File: src/rtl/pc_pkg.sv
// Shared encodings and default vectors for the fetch-stage PC logic.
package pc_pkg;

    typedef enum logic [1:0] {
        BOOT = 2'd0,
        RUN  = 2'd1,
        HOLD = 2'd2
    } state_t;

    typedef enum logic [1:0] {
        SRC_SEQ = 2'd0,
        SRC_JMP = 2'd1,
        SRC_BR  = 2'd2,
        SRC_EXC = 2'd3
    } src_t;

    localparam int DEF_RESET_VEC = 0;
    localparam int DEF_EXC_VEC   = 'h180;

    function automatic logic is_redirect(input src_t s);
        return s != SRC_SEQ;
    endfunction

endpackage

File: src/rtl/pc_next_sel.sv
// Prioritised next-PC selection: exception > branch > jump > sequential.
module pc_next_sel
    import pc_pkg::*;
#(
    parameter int PC_W    = 9,
    parameter int EXC_VEC = DEF_EXC_VEC
) (
    input  logic            exc_req,
    input  logic            br_taken,
    input  logic [PC_W-1:0] br_target,
    input  logic            jmp,
    input  logic [PC_W-1:0] jmp_target,
    input  logic [PC_W-1:0] seq_pc,
    output logic [PC_W-1:0] next_pc,
    output logic            redirect,
    output src_t            src
);

    localparam logic [PC_W-1:0] EXC_PC = PC_W'(EXC_VEC);

    // Targets are only forwarded when their request bit is set, so an X on an
    // idle target bus never reaches the PC.
    always_comb begin
        next_pc = seq_pc;
        src     = SRC_SEQ;
        if (exc_req) begin
            next_pc = EXC_PC;
            src     = SRC_EXC;
        end else if (br_taken) begin
            next_pc = br_target;
            src     = SRC_BR;
        end else if (jmp) begin
            next_pc = jmp_target;
            src     = SRC_JMP;
        end
    end

    assign redirect = is_redirect(src);

endmodule

File: src/rtl/pc_fetch_unit.sv
// Fetch PC register with prioritised redirects, stall handling and a
// pending-redirect latch that replays a redirect seen during a stall.
module pc_fetch_unit
    import pc_pkg::*;
#(
    parameter int PC_W      = 9,
    parameter int INC       = 1,
    parameter int RESET_VEC = DEF_RESET_VEC,
    parameter int EXC_VEC   = DEF_EXC_VEC
) (
    input  logic            clk,
    input  logic            reset,
    input  logic            en,
    input  logic            exc_req,
    input  logic            br_taken,
    input  logic [PC_W-1:0] br_target,
    input  logic            jmp,
    input  logic [PC_W-1:0] jmp_target,
    output logic [PC_W-1:0] pcf,
    output logic [PC_W-1:0] pc_plus,
    output logic            fetch_valid,
    output logic            flush_if,
    output logic            redirect_pending
);

    localparam logic [PC_W-1:0] RESET_PC = PC_W'(RESET_VEC);
    localparam logic [PC_W-1:0] EXC_PC   = PC_W'(EXC_VEC);
    localparam logic [PC_W-1:0] INC_PC   = PC_W'(INC);

    state_t          state, state_n;
    logic [PC_W-1:0] pend_pc, pend_pc_n;
    logic            pend_exc, pend_exc_n;
    logic [PC_W-1:0] pcf_n;
    logic            valid_n, flush_n, pending_n;

    logic [PC_W-1:0] next_pc;
    logic            redirect;
    src_t            src;

    assign pc_plus = pcf + INC_PC;

    pc_next_sel #(
        .PC_W   (PC_W),
        .EXC_VEC(EXC_VEC)
    ) u_next_sel (
        .exc_req   (exc_req),
        .br_taken  (br_taken),
        .br_target (br_target),
        .jmp       (jmp),
        .jmp_target(jmp_target),
        .seq_pc    (pc_plus),
        .next_pc   (next_pc),
        .redirect  (redirect),
        .src       (src)
    );

    always_ff @(posedge clk or posedge reset) begin
        if (reset) begin
            state <= BOOT;
        end else begin
            state <= state_n;
        end
    end

    always_comb begin
        state_n    = state;
        pcf_n      = pcf;
        pend_pc_n  = pend_pc;
        pend_exc_n = pend_exc;
        valid_n    = fetch_valid;
        flush_n    = 1'b0;
        pending_n  = redirect_pending;
        unique case (state)
            BOOT: begin
                state_n = RUN;
                valid_n = 1'b1;
            end
            RUN: begin
                if (en) begin
                    pcf_n   = next_pc;
                    flush_n = redirect;
                end else if (redirect) begin
                    pend_pc_n  = next_pc;
                    pend_exc_n = (src == SRC_EXC);
                    pending_n  = 1'b1;
                    state_n    = HOLD;
                end
            end
            HOLD: begin
                // Branch/jump repeats while frozen are duplicates; only a new
                // exception may override what is already latched.
                if (en) begin
                    pcf_n     = exc_req ? EXC_PC : pend_pc;
                    flush_n   = 1'b1;
                    pending_n = 1'b0;
                    state_n   = RUN;
                end else if (exc_req && !pend_exc) begin
                    pend_pc_n  = EXC_PC;
                    pend_exc_n = 1'b1;
                end
            end
            default: state_n = BOOT;
        endcase
    end

    always_ff @(posedge clk or posedge reset) begin
        if (reset) begin
            pcf              <= RESET_PC;
            pend_pc          <= '0;
            pend_exc         <= 1'b0;
            fetch_valid      <= 1'b0;
            flush_if         <= 1'b0;
            redirect_pending <= 1'b0;
        end else begin
            pcf              <= pcf_n;
            pend_pc          <= pend_pc_n;
            pend_exc         <= pend_exc_n;
            fetch_valid      <= valid_n;
            flush_if         <= flush_n;
            redirect_pending <= pending_n;
        end
    end

endmodule

File: config.mk
export PLATFORM = sky130hd
export DESIGN_NAME = pc_fetch_unit
export DESIGN_NICKNAME = d
export VERILOG_FILES = /design/src/rtl/pc_pkg.sv /design/src/rtl/pc_next_sel.sv /design/src/rtl/pc_fetch_unit.sv
export SDC_FILE = /design/constraint.sdc
export NUM_CORES = 1
export LEC_CHECK = 0
export BUFFER_PORTS_ARGS = -buffer_cell sky130_fd_sc_hd__buf_2
export CORE_MARGIN = 3
export CORE_UTILIZATION = 50
export CTS_CLUSTER_SIZE = 30
export DETAILED_ROUTE_END_ITERATION = 7
export HOLD_SLACK_MARGIN = 0.06
export PLACE_DENSITY = 0.78
export SKIP_LAST_GASP = 1
export SYNTH_ARGS = -nofsm -noshare
export SYNTH_HDL_FRONTEND = slang
export SYNTH_SLANG_ARGS = --single-unit
File: constraint.sdc
create_clock -name clk -period 2.27 [get_ports clk]
set_input_delay 0.1135 -clock clk [delete_from_list [all_inputs] [get_ports clk]]
set_output_delay 0.1135 -clock clk [all_outputs]
set_load 0.01 [all_outputs]
==> impl_metrics.yaml, run 1 <==
status:
  outcome: "finished clean"
sta:
  finalCritPeriodShare_pct: 89.40
  fin_skew_ns: 0.01027
  finalHoldViolations: 0
  finalSetupViolCount: 0
  rsz0062_at_grt: "no"
  worst-slew-pin-transition_ns: 0.9166
  tns_ns: 0
  clock.fmax_ghz: 0.4928
  finalCriticalPeriod_ns: 2.029
  drv_slew: 0
  relSlewSlack_pct: 38.83
yosys:
  syn_inst: 169
  async_flop_share_pct: 100.0
  synth_top_area_share_pct: 39.25
  yosys.area.top_type: "dfrtp_1"
  yosysUniqueCellTypes: 49
  avgSynthCellArea_um2: 9.055
  synth_area_leaders: "dfrtp_1, nand2_1, ha_1"
  synth_nets: 198
  synth_edf_count: 0
  yosys_warnings: 0
  yosysSeqAreaShare_pct: 39.25
  synth-main-ff-cell: "dfrtp_1"
  ys_seq_elements: 24
  netlist_area_mm2: 0.001530
final_layout:
  final_cell_mix: "buf_2, nand2_1, dfrtp_1"
  instances_no_fill: 244
  layout-drive-gt1-share_pct: 32.39
  final_nets: 243
  final_common_cell: "buf_2"
  fill_cells: 244
  area_delta_synth_final_pct: 18.89
  diodes: 0
detailed_routing:
  wl_um: 3754
  vias: 1398
  drt_first_pass_iters: 4
  ant_nets: 0
  first_iter_violations: 49
  routed_via_density: 5.730
  routedWlPerCell_um: 15.39
  drc: 0
clocking:
  cts.clk_slew.worst_paths_ns: 0.14
  clock_sinks: 24
  cts.repair.resized: 0
  cts_root_buffer: "clkbuf_4"
  cts_tree: "built"
  cts_buffer_depth: 2
  cts_made_buffers: 3
  clock_latency_ns: 0.32
  htree_num_levels: 1
floorplanning:
  die_y_um: 61.32
  start_util_pct: 54.09
  io_pins: 45
  dieArea_mm2: 0.003760
  fp-row-count: 19
  die_w_um: 61.32
  core_area_mm2: 0.002829
placement:
  dp.cells: 239
  hpwl_um: 2777
  gp_congestion: 0.8212
  io_buffers: 44
global_routing:
  grtUsageTotal_pct: 21.78
  grt_max_degree: 25
  grt_overflow_total: 0
  top_usage_layer: "met2"
  grtUsageMet1_pct: 28.21
  grt_pass1_wl_um: 5996
  grt_util_met2_pct: 36.56
  grt_use_met3_pct: 2.725
  grt_antenna_before_repair: 0
  first_global_vias: 1314
critical_path:
  cp-end-kind: "flip-flop"
  cp-start-kind: "flip-flop"
  arrival_ns: 2.26
  critical_path_required_ns: 2.50
  path_max_fanout: 13
  path_class: "flip-flop to flip-flop"
power_and_ir_drop:
  leakage_nw: 0.9029
  peakVddDrop_v: 0.0007628
  power.density_mw_per_mm2: 1173
min_path:
  hold_class: "input pin to flip-flop"
flow_run:
  maxCapViolCount: 0
## metal layers
layer  vias to the layer above  wire length, um
met5                         -                0
met4                         0               54
met3                         8              176
met2                        40             1873
met1                       668             1649
li1                        682                -
## cell usage after synthesis, drive strengths merged (2+ instances only)
master and n:
nand4 2, o21ai 18, a22oi 3, xnor2 5, nand2 28, dfrtp 24, nand2b 4, or3 2
mux2i 2, nor3 6, a21oi 9, nor2 10, inv 9, a211oi 2, or2 3, and2 2
mux2 2, nand3 3, o31ai 3, o221ai 2, ha 5, buf 7
## stage by stage
stage / setup slack, ns / hold WS (ns) / util (%) / area, um^2 / power (mW)
floorplan: 0.6411 / 0.1281 / - / 1530 / 1.468
global placement: 0.3507 / 0.3352 / 62.10 / 1757 / 1.764
detailed placement: 0.2594 / 0.3559 / 62.10 / 1757 / 1.818
CTS: 0.2369 / 0.1231 / 64.31 / 1819 / 2.139
global route: 0.01161 / 0.1457 / 64.31 / 1819 / 2.312
finish: 0.2407 / 0.1329 / 64.31 / 1819 / 2.135
## worst paths after layout
check / to / startpoint / slack [ns] / depth (start not counted)
setup / recovery: pend_pc[5] / state[0] / 0.24 / 5
hold / removal: redirect_pending / en / 0.13 / 4
setup reg to reg: pend_pc[5] / state[0] / 0.24 / 5
hold reg to reg: fetch_valid / fetch_valid / 0.49 / 1
max in group asynchronous: state[1] / reset / 1.19 / 3
min in group asynchronous: pcf[1] / reset / 0.52 / 3
## what timing repair did
| action | 4_1_cts | 5_1_grt |
|---|---|---|
| buffers inserted | 0 | 0 |
| hold buffers | 1 | 0 |
| hold endpoints to repair | 24 | 0 |
| endpoints found under the setup margin | 0 | 0 |
## where the power goes
part / internal (mW) / switching [mW] / leakage (nW)
registers: 0.597 / 0.180 / 0.301
logic: 0.457 / 0.588 / 0.574
clock network: 0.179 / 0.133 / 0.0279
## state kept, by name, summed over array words and instances (netlist names)
| register | flops |
|---|---|
| pend_pc | 9 |
| pend_exc | 1 |
| pcf | 9 |
| redirect_pending | 1 |
| fetch_valid | 1 |
| state | 2 |
| flush_if | 1 |
## critical path, stage by stage (launching register included)
cell and delay (ns):
dfrtp_1 0.42, inv_1 0.12, ha_1 0.40, nor4b_2 0.11, a31oi_2 0.50, mux2_2 0.39
## layout make-up
type	count	area, um^2	share of cell area, %
clock inverter	1	30.03	1.651
tap	31	38.79	2.132
inverter	9	33.78	1.857
multi-input combinational	128	840.8	46.22
timing repair buffer	48	252.7	13.89
clock buffer	3	22.52	1.238
sequential	24	600.6	33.01
## logic make-up (layout without fill, tap and decap cells)
family,count (synthesis),count (layout),share of synthesized area [%]
adder cells (fa/ha/maj),5,5,4.088
AO/OA/AOI/OAI,48,48,21.59
multiplexers,4,4,2.780
XOR/XNOR,6,6,4.906
AND/OR/NAND/NOR,65,65,21.59
flip-flops,24,24,39.25
buffers and inverters,17,61,5.805
Note: power is estimated with default switching activity, not from simulation.
==> inputs of run 2 (changes only) <==
--- a/config.mk
+++ b/config.mk
@@ -6,12 +6,14 @@
 export NUM_CORES = 1
 export LEC_CHECK = 0
 export BUFFER_PORTS_ARGS = -buffer_cell sky130_fd_sc_hd__buf_2
+export CORE_ASPECT_RATIO = 2
 export CORE_MARGIN = 3
 export CORE_UTILIZATION = 50
 export CTS_CLUSTER_SIZE = 30
 export DETAILED_ROUTE_END_ITERATION = 7
 export HOLD_SLACK_MARGIN = 0.06
 export PLACE_DENSITY = 0.78
+export SETUP_SLACK_MARGIN = 0.5
 export SKIP_LAST_GASP = 1
 export SYNTH_ARGS = -nofsm -noshare
 export SYNTH_HDL_FRONTEND = slang
==> impl_metrics.yaml, run 2 (synthesized netlist as in run 1, its figures left out) <==
clocking:
  cts_tree: "built"
  cts.clk_slew.worst_paths_ns: 0.08
  cts_root_buffer: "clkbuf_8"
  clock_latency_ns: 0.27
  cts_made_buffers: 3
  cts_buffer_depth: 2
  htree_num_levels: 1
  clock_sinks: 24
sta:
  rsz0062_at_grt: "no"
  finalSetupViolCount: 0
  fin_skew_ns: 0.002103
  tns_ns: 0
  worst-slew-pin-transition_ns: 0.9109
  finalCritPeriodShare_pct: 77.57
  drv_slew: 0
  finalCriticalPeriod_ns: 1.761
  finalHoldViolations: 0
  relSlewSlack_pct: 39.21
  clock.fmax_ghz: 0.5679
placement:
  hpwl_um: 2856
  gp_congestion: 0.8271
  io_buffers: 44
global_routing:
  first_global_vias: 1350
  grt_overflow_total: 0
  grtUsageTotal_pct: 21.96
  grt_pass1_wl_um: 6285
  grt_max_degree: 25
  grt_antenna_before_repair: 0
power_and_ir_drop:
  power.density_mw_per_mm2: 1188
  finalPower_mw: 2.291
  leakage_nw: 0.9321
  peakVddDrop_v: 0.0007717
flow_run:
  maxCapViolCount: 0
final_layout:
  final_cell_mix: "buf_2, nand2_1, dfrtp_1"
  fin_util_pct: 67.95
  reg_top3: "pcf (9), pend_pc (9), state (2)"
  final_common_cell: "buf_2"
  layout-drive-gt1-share_pct: 38.99
  diodes: 0
  final_nets: 248
  area_delta_synth_final_pct: 26.00
floorplanning:
  fp-row-count: 27
  core_area_mm2: 0.002838
  start_util_pct: 53.92
  io_pins: 45
  die_y_um: 84.24
  dieArea_mm2: 0.003800
  die_w_um: 45.12
detailed_routing:
  drt-met1-wl_um: 1503
  routedWlPerCell_um: 16.42
  wl_um: 4055
  met2_length_um: 2247
  drc: 0
  wl_met3_um: 237
  highest_layer: "met4"
  vias: 1450
  routed_via_density: 5.870
  ant_nets: 0
  drt_first_pass_iters: 4
  first_iter_violations: 75
status:
  outcome: "finished clean"
critical_path:
  critical_path_required_ns: 2.47
  path_max_fanout: 8
  cp-end-kind: "flip-flop"
  cp-start-kind: "flip-flop"
  path_class: "flip-flop to flip-flop"
  arrival_ns: 1.96
min_path:
  hold_class: "input pin to async pin"
==> run 2: cell count changes in the layout (fill, tap and decap cells not counted), sizes merged <==
| cell | change |
|---|---|
| bufinv | -1 |
| clkbuf | +1 |
| buf | +6 |
| dlygate4sd3 | -1 |
==> run 2: final timing paths <==
path	start	to	slack, ns	depth (start not counted)
max	state[0]	pend_pc[6]	0.51	6
min	reset	pcf[8]	0.03	2
max reg2reg	state[0]	pend_pc[6]	0.51	6
min reg2reg	fetch_valid	fetch_valid	0.47	1
max in group asynchronous	reset	pcf[0]	1.63	2
min in group clk	br_target[2]	pend_pc[2]	0.17	3
==> run 2: repair_timing <==
action,4_1_cts,5_1_grt
hold buffers,0,0
pin swaps,1,2
gates resized for setup,10,4
setup endpoints to repair,18,17
buffers inserted,1,4
==> run 2: routing by layer <==
metal | GRT usage (%) | vias to the layer above
met3 | 2.790 | 7
met4 | 8.000 | 0
li1 | - | 689
met1 | 26.43 | 695
met5 | 0 | -
met2 | 37.86 | 59
==> run 2: cell type report <==
| type | count | area [um^2] |
|---|---|---|
| Fill cell | 232 | 909.6 |
| Multi-Input combinational cell | 128 | 899.6 |
| Sequential cell | 24 | 603.1 |
| Timing Repair Buffer | 53 | 300.3 |
| Clock buffer | 4 | 55.05 |
| Tap cell | 29 | 36.28 |
| Inverter | 9 | 33.78 |
==> run 2: critical path: stages, from the launching register on <==
cell and delay (ns):
dfrtp_1 0.37, inv_1 0.10, ha_4 0.20, nor4b_4 0.34
a31oi_4 0.11, or3_4 0.39, o21ai_1 0.17
==> run 2: report_power, final <==
| part | switching (mW) | internal, mW | leakage [nW] |
|---|---|---|---|
| clock network | 0.141 | 0.155 | 0.0288 |
| registers | 0.175 | 0.600 | 0.298 |
| logic | 0.655 | 0.565 | 0.605 |
| total | 0.971 | 1.32 | 0.932 |
==> run 2: metrics by stage <==
| step | setup WS (ns) | hold slack [ns] | cell area [um^2] | cells |
|---|---|---|---|---|
| 2_1_floorplan | 0.6411 | 0.1281 | 1530 | 169 |
| 3_3_place_gp | 0.4040 | 0.3410 | 1762 | 238 |
| 3_5_place_dp | 0.2923 | 0.3672 | 1762 | 238 |
| 4_1_cts | 0.5331 | 0.06981 | 1877 | 243 |
| 5_1_grt | 0.4333 | 0.1037 | 1928 | 247 |
| 6_report | 0.5093 | 0.02676 | 1928 | 247 |
